===== src/rtl/instr_fetch_if.sv =====
// Fetch-unit bus: instruction-memory request/response, redirect input and
// the decoded-instruction handshake toward the decode stage.
interface instr_fetch_if;
    logic        imem_req;
    logic [31:0] imem_addr;
    logic        imem_rvalid;
    logic [31:0] imem_rdata;
    logic        redirect_valid;
    logic [31:0] redirect_pc;
    logic        instr_ready;
    logic        instr_valid;
    logic [31:0] instr;
    logic [31:0] instr_pc;
    logic [6:0]  opcode;

    modport master (
        output imem_req, imem_addr, instr_valid, instr, instr_pc, opcode,
        input  imem_rvalid, imem_rdata, redirect_valid, redirect_pc, instr_ready
    );

    modport slave (
        input  imem_req, imem_addr, instr_valid, instr, instr_pc, opcode,
        output imem_rvalid, imem_rdata, redirect_valid, redirect_pc, instr_ready
    );
endinterface


===== src/rtl/instr_fetch.sv =====
// Instruction fetch unit: FETCH/WAIT/HOLD sequencing with a single outstanding
// memory request; redirects mark the in-flight response for discard.
module instr_fetch #(
    parameter logic [31:0] RESET_PC = 32'h0000_0000
) (
    input  logic          clk,
    input  logic          reset,
    instr_fetch_if.master bus
);
    localparam logic [31:0] NOP_INSTR = 32'h0000_0013;

    typedef enum logic [1:0] {
        FETCH = 2'd0,
        WAIT  = 2'd1,
        HOLD  = 2'd2
    } state_t;

    state_t      state_r;
    logic [31:0] pc_r;
    logic [31:0] instr_r;
    logic [31:0] instr_pc_r;
    logic        discard_r;
    logic        req_r;
    logic        valid_r;
    logic [31:0] redirect_target_s;

    assign redirect_target_s = {bus.redirect_pc[31:2], 2'b00};

    assign bus.imem_req    = req_r;
    assign bus.imem_addr   = pc_r;
    assign bus.instr_valid = valid_r;
    assign bus.instr       = instr_r;
    assign bus.instr_pc    = instr_pc_r;
    assign bus.opcode      = instr_r[6:0];

    // Fetch sequencer: reset beats redirect, redirect beats every other event.
    always_ff @(posedge clk) begin
        if (reset) begin
            // A request still in flight when reset hits WAIT must not be consumed later.
            discard_r  <= (state_r == WAIT);
            state_r    <= FETCH;
            pc_r       <= RESET_PC;
            instr_r    <= NOP_INSTR;
            instr_pc_r <= 32'h0000_0000;
            valid_r    <= 1'b0;
            req_r      <= 1'b1;
        end else if (bus.redirect_valid) begin
            pc_r    <= redirect_target_s;
            valid_r <= 1'b0;
            case (state_r)
                FETCH: begin
                    discard_r <= 1'b1;
                    state_r   <= WAIT;
                    req_r     <= 1'b0;
                end
                WAIT: begin
                    if (bus.imem_rvalid) begin
                        discard_r <= 1'b0;
                        state_r   <= FETCH;
                        req_r     <= 1'b1;
                    end else begin
                        discard_r <= 1'b1;
                        state_r   <= WAIT;
                        req_r     <= 1'b0;
                    end
                end
                HOLD: begin
                    state_r <= FETCH;
                    req_r   <= 1'b1;
                end
                default: begin
                    discard_r <= 1'b0;
                    state_r   <= FETCH;
                    req_r     <= 1'b1;
                end
            endcase
        end else begin
            case (state_r)
                FETCH: begin
                    state_r <= WAIT;
                    req_r   <= 1'b0;
                end
                WAIT: begin
                    if (bus.imem_rvalid) begin
                        if (discard_r) begin
                            discard_r <= 1'b0;
                            state_r   <= FETCH;
                            req_r     <= 1'b1;
                        end else begin
                            instr_r    <= bus.imem_rdata;
                            instr_pc_r <= pc_r;
                            pc_r       <= pc_r + 32'd4;
                            valid_r    <= 1'b1;
                            state_r    <= HOLD;
                        end
                    end else begin
                        state_r <= WAIT;
                    end
                end
                HOLD: begin
                    if (bus.instr_ready) begin
                        valid_r <= 1'b0;
                        state_r <= FETCH;
                        req_r   <= 1'b1;
                    end else begin
                        state_r <= HOLD;
                    end
                end
                default: begin
                    discard_r <= 1'b0;
                    valid_r   <= 1'b0;
                    state_r   <= FETCH;
                    req_r     <= 1'b1;
                end
            endcase
        end
    end
endmodule


===== src/flat_wrapper.sv =====
// flat-port wrapper written by rule: the top's interface ports become plain ports
module instr_fetch_flat 
#(
    parameter logic [31:0] RESET_PC = 32'h0000_0000
)
  (clk, reset, bus_imem_req, bus_imem_addr, bus_instr_valid, bus_instr, bus_instr_pc, bus_opcode, bus_imem_rvalid, bus_imem_rdata, bus_redirect_valid, bus_redirect_pc, bus_instr_ready);
  instr_fetch_if bus_i ();
  input  logic clk;
  input  logic reset;
  output wire logic [$bits(bus_i.imem_req)-1:0] bus_imem_req;
  output wire logic [$bits(bus_i.imem_addr)-1:0] bus_imem_addr;
  output wire logic [$bits(bus_i.instr_valid)-1:0] bus_instr_valid;
  output wire logic [$bits(bus_i.instr)-1:0] bus_instr;
  output wire logic [$bits(bus_i.instr_pc)-1:0] bus_instr_pc;
  output wire logic [$bits(bus_i.opcode)-1:0] bus_opcode;
  input wire logic [$bits(bus_i.imem_rvalid)-1:0] bus_imem_rvalid;
  input wire logic [$bits(bus_i.imem_rdata)-1:0] bus_imem_rdata;
  input wire logic [$bits(bus_i.redirect_valid)-1:0] bus_redirect_valid;
  input wire logic [$bits(bus_i.redirect_pc)-1:0] bus_redirect_pc;
  input wire logic [$bits(bus_i.instr_ready)-1:0] bus_instr_ready;
  assign bus_imem_req = bus_i.imem_req;
  assign bus_imem_addr = bus_i.imem_addr;
  assign bus_instr_valid = bus_i.instr_valid;
  assign bus_instr = bus_i.instr;
  assign bus_instr_pc = bus_i.instr_pc;
  assign bus_opcode = bus_i.opcode;
  assign bus_i.imem_rvalid = bus_imem_rvalid;
  assign bus_i.imem_rdata = bus_imem_rdata;
  assign bus_i.redirect_valid = bus_redirect_valid;
  assign bus_i.redirect_pc = bus_redirect_pc;
  assign bus_i.instr_ready = bus_instr_ready;
  instr_fetch #(.RESET_PC(RESET_PC)) u_core (.clk(clk), .reset(reset), .bus(bus_i));
endmodule

===== config.mk =====
export PLATFORM = sky130hd
export DESIGN_NAME = instr_fetch_flat
export DESIGN_NICKNAME = d
export VERILOG_FILES = /design/src/rtl/instr_fetch_if.sv /design/src/rtl/instr_fetch.sv /design/src/flat_wrapper.sv
export SDC_FILE = /design/constraint.sdc
export NUM_CORES = 1
export LEC_CHECK = 0
export ABC_CLOCK_PERIOD_IN_PS = 2800
export BUFFER_PORTS_ARGS = -buffer_cell sky130_fd_sc_hd__clkbuf_2
export CORE_MARGIN = 3
export CORE_UTILIZATION = 50
export CTS_BUF_LIST = sky130_fd_sc_hd__clkbuf_2 sky130_fd_sc_hd__clkbuf_4 sky130_fd_sc_hd__clkbuf_8
export DETAILED_ROUTE_END_ITERATION = 12
export HOLD_SLACK_MARGIN = 0.03
export PLACE_DENSITY = 0.82
export SLEW_MARGIN = 20
export SYNTH_ARGS = -nofsm -noshare
export SYNTH_HDL_FRONTEND = slang
export SYNTH_SLANG_ARGS = --single-unit

===== constraint.sdc =====
create_clock -name clk -period 2.8 [get_ports clk]
set_input_delay 0 -clock clk [delete_from_list [all_inputs] [get_ports clk]]
set_output_delay 0 -clock clk [all_outputs]
set_load 0.05 [all_outputs]

# == Word-level counts from Yosys, hierarchy flattened ==
# Cells that the tools add are included.
# totals
inputBits,69
wordCells,63
regBits,101
output_inout_bits,105
# classes
mux,28
addsub,1
n_eq_ne,12
n_reduce_logical,11
n_bitwise,3
# op_table
cell,count
$mux W32,4
$add A32 B3 Y32 const B,1
$mux W1,13
$reduce_and A3 Y1,4
$ne A3 B3 Y1 const B,3
$pmux W1 S3,3
$mux W2,4
$ne A2 B2 Y1 const B,4
$reduce_and A4 Y1,2
$pmux W2 S3,1
$ne A4 B4 Y1 const B,1
$pmux W1 S2,2
$pmux W2 S2,1
$reduce_bool A2 Y1,2
$reduce_or A2 Y1,2
$ne A3 B1 Y1 const B,1
$ne A3 B2 Y1 const B,1
$not A1 Y1,3
$eq A2 B1 Y1 const B,1
$eq A2 B2 Y1 const B,1
$logic_not A2 Y1,1

# == Depth between registers and ports, before layout ==
# logic_depth
ltp_word,5
mapped_depth,8
depth_no_buf,5

# == Worst setup path after synthesis ==
# Ideal clock, no wire load.
# synth_timing
path_kind,register -> register
from,register u_core.pc_r[2] (netlist: u_core.bus.imem_addr[2])
to,register u_core.pc_r[22] (netlist: u_core.bus.imem_addr[22])
required_time_ns,2.709
t_arrival_ns,2.430
period_less_slack_ns,2.521
path_stages_with_launch,7
setup_slack_ns,0.279
n_path_buf,1
path_cell_list,dfxtp_1 -> ha_1 -> inv_1 -> or4_1 -> buf_2 -> or4_1 -> a311oi_1
# synth_via
elab_chain_cells,5
# synth_lines
element,line,source
"start, declared",instr_fetch.sv:19,logic [31:0] pc_r;
"start signal, assigned",instr_fetch.sv:48,pc_r <= redirect_target_s;
"start signal, assigned",instr_fetch.sv:92,pc_r <= pc_r + 32'd4;
$add A32 B3 Y32,instr_fetch.sv:92,
$mux W32,instr_fetch.sv:85,if (discard_r) begin
$mux W32,instr_fetch.sv:84,if (bus.imem_rvalid) begin
$mux W32,instr_fetch.sv:78,case (state_r)
$mux W32,instr_fetch.sv:47,end else if (bus.redirect_valid) begin
# No other way between the ends. The select of a mux whose other input is x is not followed.
# A chain may end at the register's enable or synchronous reset.

# == Worst setup path in the final report ==
# Ends and elaborated chain as after synthesis.

==> impl_metrics.env <==
export IMPL_cap_violations=0
export IMPL_final_nets=822
export IMPL_hold_end="u_core.bus.imem_addr[2]$_SDFFE_PP0P_"
export IMPL_ys_ff_latch=97
export IMPL_die_w_um=98.9
export IMPL_cp_start_kind="flip-flop"
export IMPL_cts_buffers=9
export IMPL_final_seq_area_sq_um=1950
export IMPL_synth_area_leaders="dfxtp_1, nand2_1, a21oi_1"
export IMPL_ff2ff_setup_slack_ns=0.32
export IMPL_regToRegStartpoint="u_core.bus.imem_addr[2]$_SDFFE_PP0P_"
export IMPL_yosysWarnings=0
export IMPL_relSlewSlack=0.473
export IMPL_drc_errors=0
export IMPL_n_antenna_cell=0
export IMPL_synth_most_common_cell="nand2_1"
export IMPL_syn_inst=551
export IMPL_whs_ns=0.140
export IMPL_min_path_type="input pin to flip-flop"
export IMPL_root_buffer="clkbuf_8"
export IMPL_tightest_slew_ns=0.783
export IMPL_wl_per_cell_um=15.9
export IMPL_rsz0062_at_grt="no"
export IMPL_gp_congestion=0.869
export IMPL_ys_flop_type="dfxtp_1"
export IMPL_hp_start="bus_redirect_valid"
export IMPL_cts_setup_buffers=0
export IMPL_rows=33
export IMPL_worst_ep_arrival_time_ns=2.77
export IMPL_grt_use_total=0.283
export IMPL_async_flop_share=0
export IMPL_end_kind="flip-flop"
export IMPL_post_dp_hpwl_mm=8.85
export IMPL_clk_pin_slew_ns=0.10
export IMPL_synth_edff_count=1
export IMPL_num_vias=4869
export IMPL_die_height_um=98.9
export IMPL_drt_iter0_markers=384
export IMPL_hold_viol=0
export IMPL_io_pin_count=174
export IMPL_first_global_vias=4666
export IMPL_cts_sinks=97
export IMPL_grt_overflow_total=0
export IMPL_fp_coreArea_sq_um=8300
export IMPL_ys_seq_area_frac=0.453
export IMPL_worst_r2r_path_depth=5
export IMPL_ant_nets=0
export IMPL_pre_cts_ws_ns=0.386
export IMPL_finalMaxSlewViolations=0
export IMPL_grt_pass1_wl_mm=22.6
export IMPL_cp_data_required_time_ns=3.09
export IMPL_antenna_found_initial=0
export IMPL_final_cell_count_no_fill=862
export IMPL_ys_top_cells_by_count="nand2_1, dfxtp_1, a21oi_1, clkbuf_1, nor2_1"
export IMPL_netlist_area_leader_share=0.446
export IMPL_fillers=648
export IMPL_final_layout_size_suffix_gt1_frac=0.258
export IMPL_firstDrtPassIters=7
export IMPL_crit_fanout=10
export IMPL_finalSetupViolCount=0
export IMPL_critical_path_class="flip-flop to flip-flop"
export IMPL_area_delta_synth_final_pct=38.5
export IMPL_fmax_ghz=0.403
export IMPL_reg2reg_to="u_core.bus.imem_addr[22]$_SDFFE_PP0P_"
export IMPL_start_util=0.519
export IMPL_final_setup_tns_ns=0
export IMPL_syn_area_sq_um=4310
export IMPL_multi_input_area_sq_um=2100
export IMPL_min_period_ns=2.48
export IMPL_cts_tree="done"
export IMPL_powerDensity_nw_per_um2=507
export IMPL_placement_io_buffers=167
export IMPL_clkLatencyLatePin_ns=0.37
export IMPL_wl_mm=13.7
export IMPL_avgViaCountPerCell=5.65
export IMPL_outcome="completed"
export IMPL_synth_avg_cell_area_sq_um=7.82
export IMPL_cts_buffer_depth=2
export IMPL_dieArea_sq_um=9770
export IMPL_yosys_cell_types_count=43
export IMPL_grt_max_degree=75
export IMPL_p_leak_nw=2.42
export IMPL_final_setup_skew_ns=0.00771
export IMPL_ir_drop_v=0.000306
export IMPL_hold_depth=4
export IMPL_placed_cells=782
export IMPL_finalWorstSetupSlack_ns=0.316
export IMPL_htree_levels=3
export IMPL_yosys_area_top_type="dfxtp_1"
export IMPL_finalCritPeriodShare=0.887
## how the worst max path moves through the flow
stage,depth (start not counted),endpoint,startpoint
3_3_place_gp,5,u_core.bus.imem_addr[22]$_SDFFE_PP0P_,u_core.bus.imem_addr[2]$_SDFFE_PP0P_
6_report,5,u_core.bus.imem_addr[22]$_SDFFE_PP0P_,u_core.bus.imem_addr[2]$_SDFFE_PP0P_
2_1_floorplan,6,u_core.bus.imem_addr[22]$_SDFFE_PP0P_,u_core.bus.imem_addr[2]$_SDFFE_PP0P_
5_1_grt,5,u_core.bus.imem_addr[22]$_SDFFE_PP0P_,u_core.bus.imem_addr[2]$_SDFFE_PP0P_
3_5_place_dp,5,u_core.bus.imem_addr[22]$_SDFFE_PP0P_,u_core.bus.imem_addr[2]$_SDFFE_PP0P_
4_1_cts,5,u_core.bus.imem_addr[22]$_SDFFE_PP0P_,u_core.bus.imem_addr[2]$_SDFFE_PP0P_
## critical path: stages (launching register included)
cell      delay [ns]
dfxtp_1         0.49
ha_1            0.32
inv_1           0.11
or4_1           0.70
or4_1           0.53
a311oi_1        0.25
## cell families (layout without fill, tap and decap cells)
family	count (synthesis)	count (layout)	synth area share
compound gates	127	127	0.181
xor+xnor	9	9	0.0183
fa+ha+maj	1	1	0.00290
flops	97	97	0.453
simple gates	254	254	0.280
other cells	1	4	0.000870
buf+inv	62	265	0.0642
## final cells by class
cell class | count | area share
Inverter | 10 | 0.00629
Clock buffer | 9 | 0.0208
Clock inverter | 7 | 0.0138
Multi-Input combinational cell | 395 | 0.352
Tap cell | 105 | 0.0220
Sequential cell | 97 | 0.327
Timing Repair Buffer | 239 | 0.258
## what timing repair did
item | 4_1_cts | 5_1_grt
gates resized for setup | 0 | 0
endpoints found under the hold margin | 65 | 0
hold buffers | 64 | 0
## layer usage
metal | track usage | vias up | part of all wire
met4 | 0.137 | 0 | 0.042
met1 | 0.336 | 2240 | 0.39
met2 | 0.476 | 248 | 0.49
met3 | 0.0708 | 58 | 0.083
met5 | 0 | - | 0
li1 | - | 2323 | -
## sequential cells by signal, indices dropped and copies added (netlist names)
register                count
u_core.bus.imem_addr       30
u_core.bus.instr           32
u_core.bus.instr_pc        30
u_core.discard_r            1
u_core.bus.instr_valid      1
u_core.bus.imem_req         1
u_core.state_r              2
## stage by stage
stage / power, mW / area (sq um) / util
after detailed placement: 2.03 / 5120 / 0.617
after global placement: 2.02 / 5120 / 0.617
final: 3.03 / 5970 / 0.719
after global routing: 3.15 / 5970 / 0.719
after floorplan: 1.88 / 4320 / -
after CTS: 3.04 / 5970 / 0.719
## report_power, final
group | internal (mW) | switching, mW | leakage [nW]
clock | 0.429 | 0.523 | 0.107
sequential | 1.44 | 0.0806 | 0.794
combinational | 0.190 | 0.371 | 1.52
total | 2.06 | 0.974 | 2.42
## placed cells by master, fill, tap and decap left out, drive strengths merged, types with 3 or more instances in the layout
master,synthesis,routed
nand2b,4,4
or4,12,12
o21bai,6,6
a311oi,8,8
inv,10,14
a211oi,10,10
a31oi,8,8
nand2,144,144
nor3,4,4
dfxtp,96,96
nand4,14,14
conb,1,4
and4,5,5
xor2,3,3
or3,7,7
nand3,16,16
dlygate4sd3,0,64
o21ai,8,8
xnor2,6,6
nor2,25,25
a211o,4,4
nand3b,4,4
a21oi,68,68
clkbuf,38,175
buf,14,9
nor4,9,9
o31ai,6,6
a2111oi,3,3
No activity file was read; power rests on OpenSTA's default activity.
